$ cat src/rtl/dram_port_arbiter.sv
// Two-requester front end for the single-port dram macro: round-robin grant with bounded burst hold,
// one registered command stage, and read-return routing. `DRAM_ARB_FIXED_PRIO_EN gives requester 0 strict priority.
module dram_port_arbiter #(
  parameter int unsigned ADDR_WIDTH = 15,
  parameter int unsigned DATA_WIDTH = 32,
  parameter int unsigned BE_WIDTH   = 4,
  parameter int unsigned RD_LATENCY = 1,
  parameter int unsigned MAX_BURST  = 8
) (
  input  logic                  clk,
  input  logic                  tb_rst,

  input  logic                  r0_valid,
  output logic                  r0_ready,
  input  logic                  r0_we,
  input  logic [ADDR_WIDTH-1:0] r0_addr,
  input  logic [DATA_WIDTH-1:0] r0_wdata,
  input  logic [BE_WIDTH-1:0]   r0_be,
  output logic                  r0_rvalid,
  output logic [DATA_WIDTH-1:0] r0_rdata,

  input  logic                  r1_valid,
  output logic                  r1_ready,
  input  logic                  r1_we,
  input  logic [ADDR_WIDTH-1:0] r1_addr,
  input  logic [DATA_WIDTH-1:0] r1_wdata,
  input  logic [BE_WIDTH-1:0]   r1_be,
  output logic                  r1_rvalid,
  output logic [DATA_WIDTH-1:0] r1_rdata,

  output logic [ADDR_WIDTH-1:0] ram_addr,
  output logic                  ram_wr_en,
  output logic [DATA_WIDTH-1:0] ram_wr_data,
  output logic [BE_WIDTH-1:0]   ram_wr_byte_en,
  input  logic [DATA_WIDTH-1:0] ram_rd_data
);

  localparam int unsigned CNT_W    = 8;
  localparam int unsigned TAG_LAST = RD_LATENCY - 1;

  typedef enum logic [1:0] {
    IDLE = 2'd0,
    OWN0 = 2'd1,
    OWN1 = 2'd2
  } state_e;

  state_e           state_q, state_d;
  logic             last_grant_q, last_grant_d;
  logic [CNT_W-1:0] burst_cnt_q, burst_cnt_d;

  logic gnt0_c, gnt1_c, accept_c, burst_full_c;

  logic                  sel_we_c;
  logic [ADDR_WIDTH-1:0] sel_addr_c;
  logic [DATA_WIDTH-1:0] sel_wdata_c;
  logic [BE_WIDTH-1:0]   sel_be_c;

  logic [ADDR_WIDTH-1:0] ram_addr_q;
  logic                  ram_wr_en_q;
  logic [DATA_WIDTH-1:0] ram_wr_data_q;
  logic [BE_WIDTH-1:0]   ram_wr_byte_en_q;

  // Tag = {is_read, requester id}; one entry per cycle of RAM read latency.
  logic [1:0] tag_q [RD_LATENCY];
  logic       r0_rvalid_q, r1_rvalid_q;

  // Arbitration state register
  always_ff @(posedge clk or posedge tb_rst) begin
    if (tb_rst) begin
      state_q      <= IDLE;
      last_grant_q <= 1'b1;
      burst_cnt_q  <= '0;
    end else begin
      state_q      <= state_d;
      last_grant_q <= last_grant_d;
      burst_cnt_q  <= burst_cnt_d;
    end
  end

  // Grant selection and next-state
  always_comb begin
    gnt0_c       = 1'b0;
    gnt1_c       = 1'b0;
    state_d      = state_q;
    last_grant_d = last_grant_q;
    burst_cnt_d  = burst_cnt_q;
    burst_full_c = (burst_cnt_q >= CNT_W'(MAX_BURST));

`ifdef DRAM_ARB_FIXED_PRIO_EN
    gnt0_c = r0_valid;
    gnt1_c = r1_valid & ~r0_valid;
`else
    case (state_q)
      OWN0: begin
        if (r0_valid && (!r1_valid || !burst_full_c)) gnt0_c = 1'b1;
        else                                          gnt1_c = r1_valid;
      end
      OWN1: begin
        if (r1_valid && (!r0_valid || !burst_full_c)) gnt1_c = 1'b1;
        else                                          gnt0_c = r0_valid;
      end
      default: begin
        if (r0_valid && r1_valid) begin
          gnt0_c = last_grant_q;
          gnt1_c = ~last_grant_q;
        end else begin
          gnt0_c = r0_valid;
          gnt1_c = r1_valid;
        end
      end
    endcase
`endif

    // Nothing may be accepted while reset is held.
    if (tb_rst) begin
      gnt0_c = 1'b0;
      gnt1_c = 1'b0;
    end

    if (gnt0_c) begin
      state_d      = OWN0;
      last_grant_d = 1'b0;
      if (state_q == OWN0) burst_cnt_d = burst_full_c ? burst_cnt_q : burst_cnt_q + CNT_W'(1);
      else                 burst_cnt_d = CNT_W'(1);
    end else if (gnt1_c) begin
      state_d      = OWN1;
      last_grant_d = 1'b1;
      if (state_q == OWN1) burst_cnt_d = burst_full_c ? burst_cnt_q : burst_cnt_q + CNT_W'(1);
      else                 burst_cnt_d = CNT_W'(1);
    end else begin
      state_d     = IDLE;
      burst_cnt_d = '0;
    end
  end

  assign accept_c    = gnt0_c | gnt1_c;
  assign sel_we_c    = gnt1_c ? r1_we    : r0_we;
  assign sel_addr_c  = gnt1_c ? r1_addr  : r0_addr;
  assign sel_wdata_c = gnt1_c ? r1_wdata : r0_wdata;
  assign sel_be_c    = gnt1_c ? r1_be    : r0_be;

  // RAM command stage; address and data hold between accepts
  always_ff @(posedge clk or posedge tb_rst) begin
    if (tb_rst) begin
      ram_addr_q       <= '0;
      ram_wr_en_q      <= 1'b0;
      ram_wr_data_q    <= '0;
      ram_wr_byte_en_q <= '0;
    end else if (accept_c) begin
      ram_addr_q       <= sel_addr_c;
      ram_wr_en_q      <= sel_we_c;
      ram_wr_data_q    <= sel_wdata_c;
      ram_wr_byte_en_q <= sel_we_c ? sel_be_c : '0;
    end else begin
      ram_wr_en_q      <= 1'b0;
      ram_wr_byte_en_q <= '0;
    end
  end

  // Read-tag pipeline and return pulses
  always_ff @(posedge clk or posedge tb_rst) begin
    if (tb_rst) begin
      for (int unsigned i = 0; i < RD_LATENCY; i++) tag_q[i] <= '0;
      r0_rvalid_q <= 1'b0;
      r1_rvalid_q <= 1'b0;
    end else begin
      tag_q[0] <= {accept_c & ~sel_we_c, gnt1_c};
      for (int unsigned i = 1; i < RD_LATENCY; i++) tag_q[i] <= tag_q[i-1];
      r0_rvalid_q <= tag_q[TAG_LAST][1] & ~tag_q[TAG_LAST][0];
      r1_rvalid_q <= tag_q[TAG_LAST][1] &  tag_q[TAG_LAST][0];
    end
  end

  assign r0_ready       = gnt0_c;
  assign r1_ready       = gnt1_c;
  assign r0_rvalid      = r0_rvalid_q;
  assign r1_rvalid      = r1_rvalid_q;
  assign r0_rdata       = ram_rd_data;
  assign r1_rdata       = ram_rd_data;
  assign ram_addr       = ram_addr_q;
  assign ram_wr_en      = ram_wr_en_q;
  assign ram_wr_data    = ram_wr_data_q;
  assign ram_wr_byte_en = ram_wr_byte_en_q;

endmodule

$ cat config.mk
export PLATFORM = sky130hd
export DESIGN_NAME = dram_port_arbiter
export DESIGN_NICKNAME = d
export VERILOG_FILES = /design/src/rtl/dram_port_arbiter.sv
export SDC_FILE = /design/constraint.sdc
export NUM_CORES = 1
export LEC_CHECK = 0
export CORE_MARGIN = 2
export CORE_UTILIZATION = 35
export CTS_BUF_LIST = sky130_fd_sc_hd__clkbuf_4 sky130_fd_sc_hd__clkbuf_8 sky130_fd_sc_hd__clkbuf_16
export DETAILED_ROUTE_END_ITERATION = 8
export PLACE_DENSITY = 0.81
export SYNTH_ARGS = -nofsm -noshare
export SYNTH_HDL_FRONTEND = slang
export SYNTH_SLANG_ARGS = --single-unit
$ cat constraint.sdc
create_clock -name clk -period 3.77 [get_ports clk]
set_input_delay 0.377 -clock clk [delete_from_list [all_inputs] [get_ports clk]]
set_output_delay 0.377 -clock clk [all_outputs]
set_load 0.02 [all_outputs]
## Yosys cells after proc, flatten, opt, wreduce, memory -nomap -nowiden

Cells that the tools add are included.

| word-level totals | value |
|---|---|
| register bits | 67 |
| input port bits | 140 |
| output and inout port bits | 120 |
| logic and storage cells | 56 |

| cells by class | value |
|---|---|
| add/sub/neg operators | 1 |
| $lt $le $gt $ge | 1 |
| equality and inequality tests | 2 |
| mux-type cells | 26 |
| bitwise logic cells | 7 |
| reduce and logical (&&, ||, !) cells | 9 |

Operator list:

| kind | number |
|---|---|
| two-way mux 8 bit | 5 |
| two-way mux 32 bit | 1 |
| two-way mux 15 bit | 1 |
| two-way mux 1 bit | 12 |
| two-way mux 4 bit | 3 |
| adder 8 x 1 -> 8 bit, second input constant | 1 |
| >= comparator 8 x 4 -> 1 bit, second input constant | 1 |
| two-way mux 2 bit | 2 |
| case mux 1 bit (2 select lines) | 2 |
| bitwise AND 1 bit | 3 |
| logical AND 1 bit | 3 |
| logical NOT 1 bit | 3 |
| inverter 1 bit | 3 |
| equality test 2 x 1 -> 1 bit, second input constant | 1 |
| equality test 2 bit, second input constant | 1 |
| logical OR 1 bit | 2 |
| nonzero test 2 bit | 1 |
| OR 1 bit | 1 |

## Longest topological paths before layout

Gate-level depths: netlist of the first run.

| depth | value |
|---|---|
| depth after elaboration | 10 |
| gate-level depth with buffers | 9 |
| mapped depth without buffers | 8 |

## Worst setup path before layout of the first run

Ideal clock, no wire load.

| timing path | value |
|---|---|
| path type | input -> output |
| start point | in tb_rst |
| end point | out r1_ready |
| arrival | 2.718 ns |
| data required time | 3.393 ns |
| slack | 0.675 ns |
| stages on the path | 5 |
| path buffers | 1 |
| path through | inv_1 > nand4_1 > a311o_1 > inv_4 > buf_6 |

| on the way | value |
|---|---|
| cells in the longest elaborated chain, start to end | 1 |

Ends and longest elaborated chain:

| what | line | source |
|---|---|---|
| from (decl) | 11 | `input logic tb_rst,` |
| two-way mux 1 bit | 115 | `if (tb_rst) begin` |
| to (decl) | 23 | `output logic r1_ready,` |

Every way passes these cells.

## Worst setup path in the final report of the first run

| timing path | value |
|---|---|
| start point | reg burst_cnt_q[6] |
| end point | out r1_ready |

| on the way | value |
|---|---|
| cells in the longest elaborated chain, start to end | 7 |
| elaborated cells between the ends (all ways) | 10 |
| those cells by class | order compare (1); mux (4); reduce/logical (5) |

Ends and longest elaborated chain:

| what | line | source |
|---|---|---|
| from (decl) | 49 | `logic [CNT_W-1:0] burst_cnt_q, burst_cnt_d;` |
| from (signal assigned) | 76 | `burst_cnt_q <= burst_cnt_d;` |
| >= comparator 8 x 4 -> 1 bit (*) | 87 | `burst_full_c = (burst_cnt_q >= CNT_W'(MAX_BURST));` |
| logical NOT 1 bit (*) | 95, 99 |  |
| logical OR 1 bit (on tied branches) | 99, 95 |  |
| logical AND 1 bit (on tied branches) | 99, 95 |  |
| two-way mux 1 bit (on tied branches) | 99, 95 |  |
| case mux 1 bit (2 select lines) (*) | 93 | `case (state_q)` |
| two-way mux 1 bit (*) | 115 |  |

Mark *: on every way between the ends. The rest lies on a longest branch, timed or not.

==> metrics.log, run 1 <==
[metrics] aggregate negative setup slack: 0 ns
[metrics] final hold violation count: 0
[metrics] number of detailed-routing iterations run before antenna repair: 4
[metrics] post-synth design cell area: between 3000 and 4000 um^2
[metrics] horizontal die dimension: around 100 um
[metrics] number of levels the H-tree was split into: 3
[metrics] kind of end point of the critical path: output pin
[metrics] count of instances resized after the clock tree is built: 0
[metrics] initial standard-cell utilization of the core: 0.360
[metrics] most used flip-flop cell after synthesis: dfrtp_1
[metrics] met3 Resource Use GR: 0.0721
[metrics] all-layer global routing usage: 0.178
[metrics] total of max-cap violations: 0
[metrics] Die ar.: 10,900 um^2
[metrics] share of total power in the clock network: 0.161
[metrics] Worst path top cell family by delay: buffers and inverters
[metrics] type of the worst setup path: reg -> out
[metrics] worst min-delay path category: in -> async
[metrics] proportion of power drawn by combinational gates: 0.486
[metrics] R2R setup slack: about 1.2 ns
[metrics] vias in the first global route: 3,132
[metrics] number of clock buffers inserted by TritonCTS: 9
[metrics] clock latency on the worst-skew pair: 0.33 ns
[metrics] Multi-input gate area: around 1200 um^2
[metrics] fraction of power spent switching nets: 0.381
[metrics] final global-route overflow total: 0
[metrics] met2 Resource Use GR: 0.305
[metrics] sw power: between 1000 and 1500 uW
[metrics] quantity of I/O buffers inserted on ports: 163
[metrics] setup fix buffers added after clock tree synthesis: 0
[metrics] minimum clock period after layout: slightly below 3 ns
[metrics] wire length of the first global-routing pass: 15,600 um
[metrics] internal power: approximately 2000 uW
[metrics] number of enable-type register cells in the synthesized netlist: 0
[metrics] crit path cell chain: or4_4, o211a_1, a311o_2, inv_4, clkdlybuf4s50_1
[metrics] critical-path cell with the highest stage delay: clkdlybuf4s50_1
[metrics] number of library cell types mapped by synthesis: 34
[metrics] number of design rule violations left after detail routing: 0
[metrics] maximum cell stage delay along the critical path: around 0.59 ns
[metrics] Critical path buffers and inverters: 2
[metrics] # setup viols final: 0
[metrics] critical register-to-register path endpoint: burst_cnt_q[1]
[metrics] clock transition at the registers of the reported paths: around 0.070 ns
[metrics] clock tree from TritonCTS: done
[metrics] number of cells on the worst reg-to-reg path: 8
[metrics] root cell of the clock tree: clkbuf_8
[metrics] gate count of the mapped netlist: 405
[metrics] Initial DRC Count: about 150
[metrics] Max Transition Viols Final: 0
[metrics] number of buffers on the longest clock path: 2
[metrics] Antenna Cells: 0
[metrics] met1 usage in global routing: 0.196
[metrics] number of vias after detailed routing: around 3,000
[metrics] Leak: approximately 0.0021 uW
[metrics] average instance area after synthesis: around 8.7 um^2
[metrics] proportion of power drawn by flip-flops and latches: 0.354
[metrics] wire length per cell after detailed routing: about 15 um
[metrics] initial antenna violation count: 0
[metrics] setup repair after global routing missed its margin: no
[metrics] Worst EP arrival: between 2 and 3 ns
[metrics] Placement Rows: 36
[metrics] filler cell count: roughly 950
[metrics] maximum vdd drop: ~0.31 mV
[metrics] total wirelength of the detailed-routed design: roughly 9700 um
[metrics] mean number of vias per cell: 4.83
[metrics] worst reg2reg path startpoint: state_q[0]
[metrics] proportion of layout cells with a drive suffix above 1: 0.0575
[metrics] clock tree sinks: 67
[metrics] Net count, final: 643
[metrics] sequential cell area: between 1500 and 2000 um^2
[metrics] worst slew pin tran: around 0.79 ns
[metrics] portion of synthesized cell area occupied by the leading cell type: 0.469
[metrics] largest net degree at the start of global routing: 63
[metrics] Max-slew headroom: 0.471
[metrics] number of ports placed on the die boundary: 260
[metrics] hold_ws: 0.258 ns
[metrics] relative area change from synthesis to final layout: 39.5%
[metrics] peak-usage layer in the global routing report: met2
[metrics] most frequent cells after synthesis: a21oi_1 (95), buf_4 (70), dfrtp_1 (66)
[metrics] count of synthesis-stage warnings from yosys: 0
[metrics] sequential area share after synthesis: 0.477
[metrics] routability congestion estimate from global placement: 0.751
[metrics] post-synth net total: 549
[metrics] library cell with the highest instance count after synthesis: a21oi_1
[metrics] height of the die: 104 um
[metrics] DP Wirelength: approximately 7000 um
[metrics] achievable clock frequency: about 340 MHz
[metrics] CP Data Required Time: 3.39 ns
[metrics] startpoint type of the worst setup path: flip-flop
[metrics] CP max FO: 3
[metrics] Cell Pwr Density: 672 nW/um^2
[metrics] crit share post-route: 0.780
[metrics] worst clock skew on the final layout: around 0.0073 ns
[metrics] total of flip-flops plus latches after synthesis: between 60 and 70
[metrics] hold-fix buffers at CTS: 0
[metrics] top cells by area, synth: dfrtp_1 (47%), buf_4 (15%), a21oi_1 (14%)
[metrics] outcome: finished clean
[metrics] antenna-violating nets left: 0
[metrics] post-synth top area cell: dfrtp_1
[metrics] core outline area: just under 10,000 um^2
[metrics] share of synthesized registers carrying an async set or reset: 1.00
## layer usage
layer  wire length [um]  up-vias  part of all wire
li1                   -     1454                 -
met3                963       23             0.099
met5                  0        -                 0
met2               4790      160              0.49
met1               3740     1442              0.39
met4                193        0             0.020
## state kept, by name, indices dropped and copies added, names as in the netlist
name	flops
ram_wr_data	32
last_grant_q	1
ram_wr_en	1
ram_addr	15
r0_rvalid	1
ram_wr_byte_en	4
burst_cnt_q	8
state_q	2
r1_rvalid	1
tag_q	2
## cell usage in the layout, fill, tap and decap left out, types with 2 or more instances in the layout
| cell type | Yosys | final |
|---|---|---|
| clkbuf_4 | 0 | 3 |
| nand3_1 | 6 | 5 |
| inv_2 | 1 | 2 |
| inv_1 | 5 | 4 |
| nor2_1 | 57 | 57 |
| nand2_1 | 56 | 56 |
| a21oi_1 | 95 | 95 |
| buf_4 | 70 | 5 |
| clkinv_2 | 0 | 3 |
| nor2b_1 | 5 | 5 |
| dfrtp_1 | 66 | 66 |
| o21ai_0 | 5 | 5 |
| clkdlybuf4s50_1 | 0 | 163 |
| ha_1 | 4 | 4 |
| clkbuf_8 | 0 | 10 |
## final cells by class
type,instances,area share
sequential,67,0.342
timing repair buffer,168,0.340
multi-input combinational,246,0.243
tap,133,0.0339
clock buffer,13,0.0326
inverter,7,0.00586
clock inverter,3,0.00306
## worst max-delay path by stage
stage          endpoint  depth (start not counted)           start  slack (ns)
2_1_floorplan  r1_ready                          5          tb_rst        0.67
3_3_place_gp   r0_ready                          6          tb_rst        1.19
3_5_place_dp   r0_ready                          6          tb_rst        1.16
4_1_cts        r1_ready                          5  burst_cnt_q[6]        0.80
5_1_grt        r0_ready                          5  burst_cnt_q[6]        0.73
6_report       r1_ready                          5  burst_cnt_q[6]        0.83
## kinds of logic after synthesis
logic type	synth area share
AOI/OAI and AO/OA	0.160
xor gates and xnor gates	0.00498
adders and majority gates	0.0142
buffers and inverters	0.186
DFF	0.477
muxes	0.00604
and+or+nand+nor	0.153
## power by group through the flow
stage / sequential, uW / combinational, uW / clock (uW)
final: 1170 / 1600 / 530
after floorplan: 1500 / 609 / 0
after CTS: 1170 / 1620 / 555
after global placement: 1170 / 1590 / 0
after detailed placement: 1180 / 1610 / 0
after global routing: 1200 / 1730 / 587
## worst reg2reg max path, cell delays in order, from the launching register on
cell and delay, ns:
dfrtp_1 0.35, inv_1 0.04, ha_1 0.34, or3_1 0.34
o2111a_1 0.16, nand3_2 0.09, buf_4 0.44, mux2i_1 0.54
nor2_1 0.11
## per-stage QoR
stage                      util  area (um^2)  setup WS [ns]  total power (uW)  instances
after CTS                 0.503         4910          0.804              3350        637
after global routing      0.503         4910          0.727              3520        637
final                     0.503         4910          0.830              3300        637
after global placement    0.485         4740           1.19              2760        621
after floorplan               -         3520          0.675              2110        405
after detailed placement  0.485         4740           1.16              2800        621
Note: power is estimated with default switching activity, not from simulation.
==> inputs of run 2 (changes only) <==
==> constraint.sdc (replaced) <==
create_clock -name clk -period 2.8 [get_ports clk]
set_input_delay 0.28 -clock clk [delete_from_list [all_inputs] [get_ports clk]]
set_output_delay 0.28 -clock clk [all_outputs]
set_load 0.02 [all_outputs]
==> metrics.log, run 2 (same netlist as run 1, synthesis figures left out) <==
[metrics] outcome: finished clean
[metrics] kind of end point of the critical path: output pin
[metrics] number of buffers on the longest clock path: 2 (unchanged)
[metrics] number of detailed-routing iterations run before antenna repair: 4 (unchanged)
[metrics] maximum cell stage delay along the critical path: 0.63 ns (+0.04 ns)
[metrics] startpoint type of the worst setup path: flip-flop
[metrics] aggregate negative setup slack: 0 ns (unchanged)
[metrics] CP Data Required Time: 2.52 ns (-0.87 ns)
[metrics] number of clock buffers inserted by TritonCTS: 9 (unchanged)
[metrics] crit path cell chain: or4_4, o211ai_1, nand3_2, inv_2, clkdlybuf4s50_1
[metrics] relative area change from synthesis to final layout: 41.1%
[metrics] total wirelength of the detailed-routed design: 9540 um (-1.5%)
[metrics] worst clock skew on the final layout: 0.0123 ns (+0.00501 ns)
[metrics] Cell Pwr Density: 915 nW/um^2 (+36%)
[metrics] final hold violation count: 0 (unchanged)
[metrics] number of design rule violations left after detail routing: 0 (unchanged)
[metrics] Worst EP arrival: 2.41 ns (-0.15 ns)
[metrics] # setup viols final: 0 (unchanged)
[metrics] largest net degree at the start of global routing: 56 (-11%)
[metrics] root cell of the clock tree: clkbuf_8
[metrics] DP Wirelength: 6910 um (+0.38%)
[metrics] Leak: 0.00216 uW (+1.1%)
[metrics] crit share post-route: 0.962
[metrics] clock transition at the registers of the reported paths: 0.08 ns (about the same)
[metrics] hold-fix buffers at CTS: 0 (unchanged)
[metrics] filler cell count: 916 (-3.1%)
[metrics] horizontal die dimension: 104 um (unchanged)
[metrics] clock latency on the worst-skew pair: 0.33 ns (about the same)
[metrics] proportion of layout cells with a drive suffix above 1: 0.0650 (+0.00742)
[metrics] core outline area: 9770 um^2 (unchanged)
[metrics] vias in the first global route: 3,343 (+6.7%)
[metrics] clock tree sinks: 67 (unchanged)
[metrics] Net count, final: 647 (+0.62%)
[metrics] commonest non-fill, non-tap cells in the layout: clkdlybuf4s50_1 (162), a21oi_1 (95), dfrtp_1 (66)
[metrics] Die ar.: 10,900 um^2 (unchanged)
[metrics] final global-route overflow total: 0 (unchanged)
[metrics] worst min-delay path category: in -> async
[metrics] worst reg2reg path startpoint: burst_cnt_q[6]
[metrics] type of the worst setup path: reg -> out
[metrics] antenna-violating nets left: 0 (unchanged)
[metrics] setup repair after global routing missed its margin: no
[metrics] Max Transition Viols Final: 0 (unchanged)
[metrics] most frequent standard cell in the layout excluding fill and tap cells: clkdlybuf4s50_1
[metrics] Initial DRC Count: 142 (-3.4%)
[metrics] number of cells on the worst reg-to-reg path: 7 (-1)
[metrics] number of ports placed on the die boundary: 260 (unchanged)
[metrics] initial antenna violation count: 0 (unchanged)
[metrics] quantity of I/O buffers inserted on ports: 163 (unchanged)
[metrics] worst slew pin tran: 0.713 ns (-0.0800 ns)
[metrics] Max-slew headroom: 0.525 (+0.0534)
[metrics] minimum clock period after layout: 2.69 ns
[metrics] initial standard-cell utilization of the core: 0.360 (unchanged)
[metrics] number of levels the H-tree was split into: 3 (unchanged)
[metrics] flip-flop count of the largest register, all copies and words added: 32 (unchanged)
[metrics] all-layer global routing usage: 0.179 (+0.00109)
[metrics] maximum vdd drop: 0.458 mV (+47%)
[metrics] height of the die: 104 um (unchanged)
[metrics] clock tree from TritonCTS: done
[metrics] number of vias after detailed routing: 3,127 (+1.6%)
[metrics] CP max FO: 9 (+6)
[metrics] mean number of vias per cell: 4.88 (+0.93%)
[metrics] Pwr Total: 4540 uW (+38%)
[metrics] critical-path cell with the highest stage delay: clkdlybuf4s50_1
[metrics] wire length per cell after detailed routing: 14.9 um (-2.2%)
[metrics] critical register-to-register path endpoint: ram_wr_data[16]
[metrics] total of max-cap violations: 0 (unchanged)
[metrics] R2R setup slack: 0.30 ns (-0.92 ns)
[metrics] wire length of the first global-routing pass: 15,700 um (+0.92%)
[metrics] Placement Rows: 36 (unchanged)
[metrics] routability congestion estimate from global placement: 0.753 (+0.35%)
[metrics] achievable clock frequency: ~370 MHz
[metrics] Antenna Cells: 0 (unchanged)
run 2: cell types whose count changed in the layout (fill, tap and decap cells not counted):
cell,before,now
buf_4,5,9
dlygate4sd2_1,0,1
bufinv_16,0,1
inv_2,2,1
clkinvlp_4,0,2
clkdlybuf4s50_1,163,162
clkbuf_4,3,1
run 2: repair_timing:
item,4_1_cts,5_1_grt
resized for setup,1,0
setup endpoints to repair,1,0
setup buffers,0,0
run 2: area by class of cell:
class	count	area, um^2	share of cell area
timing repair buffer	172	1700	0.342
sequential	67	1680	0.338
multi-input combinational	246	1190	0.241
tap	133	166	0.0335
clock buffer	11	145	0.0292
clock inverter	5	52.6	0.0106
inverter	7	32.5	0.00655
run 2: per-stage QoR:
| step | hold slack [ns] | cells | util | setup WS (ns) | area [um^2] |
|---|---|---|---|---|---|
| after floorplan | 0.369 | 405 | - | 0.330 | 3520 |
| after global placement | 0.405 | 625 | 0.488 | 0.335 | 4770 |
| after detailed placement | 0.414 | 625 | 0.488 | 0.328 | 4770 |
| after CTS | 0.359 | 641 | 0.508 | 0.0870 | 4970 |
| after global routing | 0.388 | 641 | 0.508 | 0.0151 | 4970 |
| final | 0.369 | 641 | 0.508 | 0.107 | 4970 |
run 2: how the worst max path moves through the flow:
stage	depth (start not counted)	endpoint	from
floorplan	7	ram_addr[10]	tb_rst
detailed placement	5	r1_ready	burst_cnt_q[6]
global placement	5	r1_ready	burst_cnt_q[6]
global route	5	r0_ready	burst_cnt_q[6]
CTS	5	r0_ready	burst_cnt_q[6]
finish	5	r0_ready	burst_cnt_q[6]
run 2: worst max-delay path, delay by kind of cell (launching register included):
| family | cells | cell delay, ns |
|---|---|---|
| flops | 1 | 0.40 |
| simple gates | 2 | 0.66 |
| buf+inv | 2 | 0.80 |
| compound gates | 1 | 0.22 |
run 2: power breakdown:
group | leakage, uW | internal [uW] | total (uW) | switching [uW]
clock network | 0.000103 | 441 | 812 | 370
logic | 0.00124 | 1030 | 2170 | 1140
registers | 0.000814 | 1360 | 1560 | 207
run 2: metal layers:
layer / GRT usage / vias up / part of all wire
met5: 0 / - / 0
met4: 0.0830 / 0 / 0.025
met3: 0.0689 / 30 / 0.091
met2: 0.297 / 148 / 0.50
met1: 0.202 / 1484 / 0.39
li1: - / 1465 / -
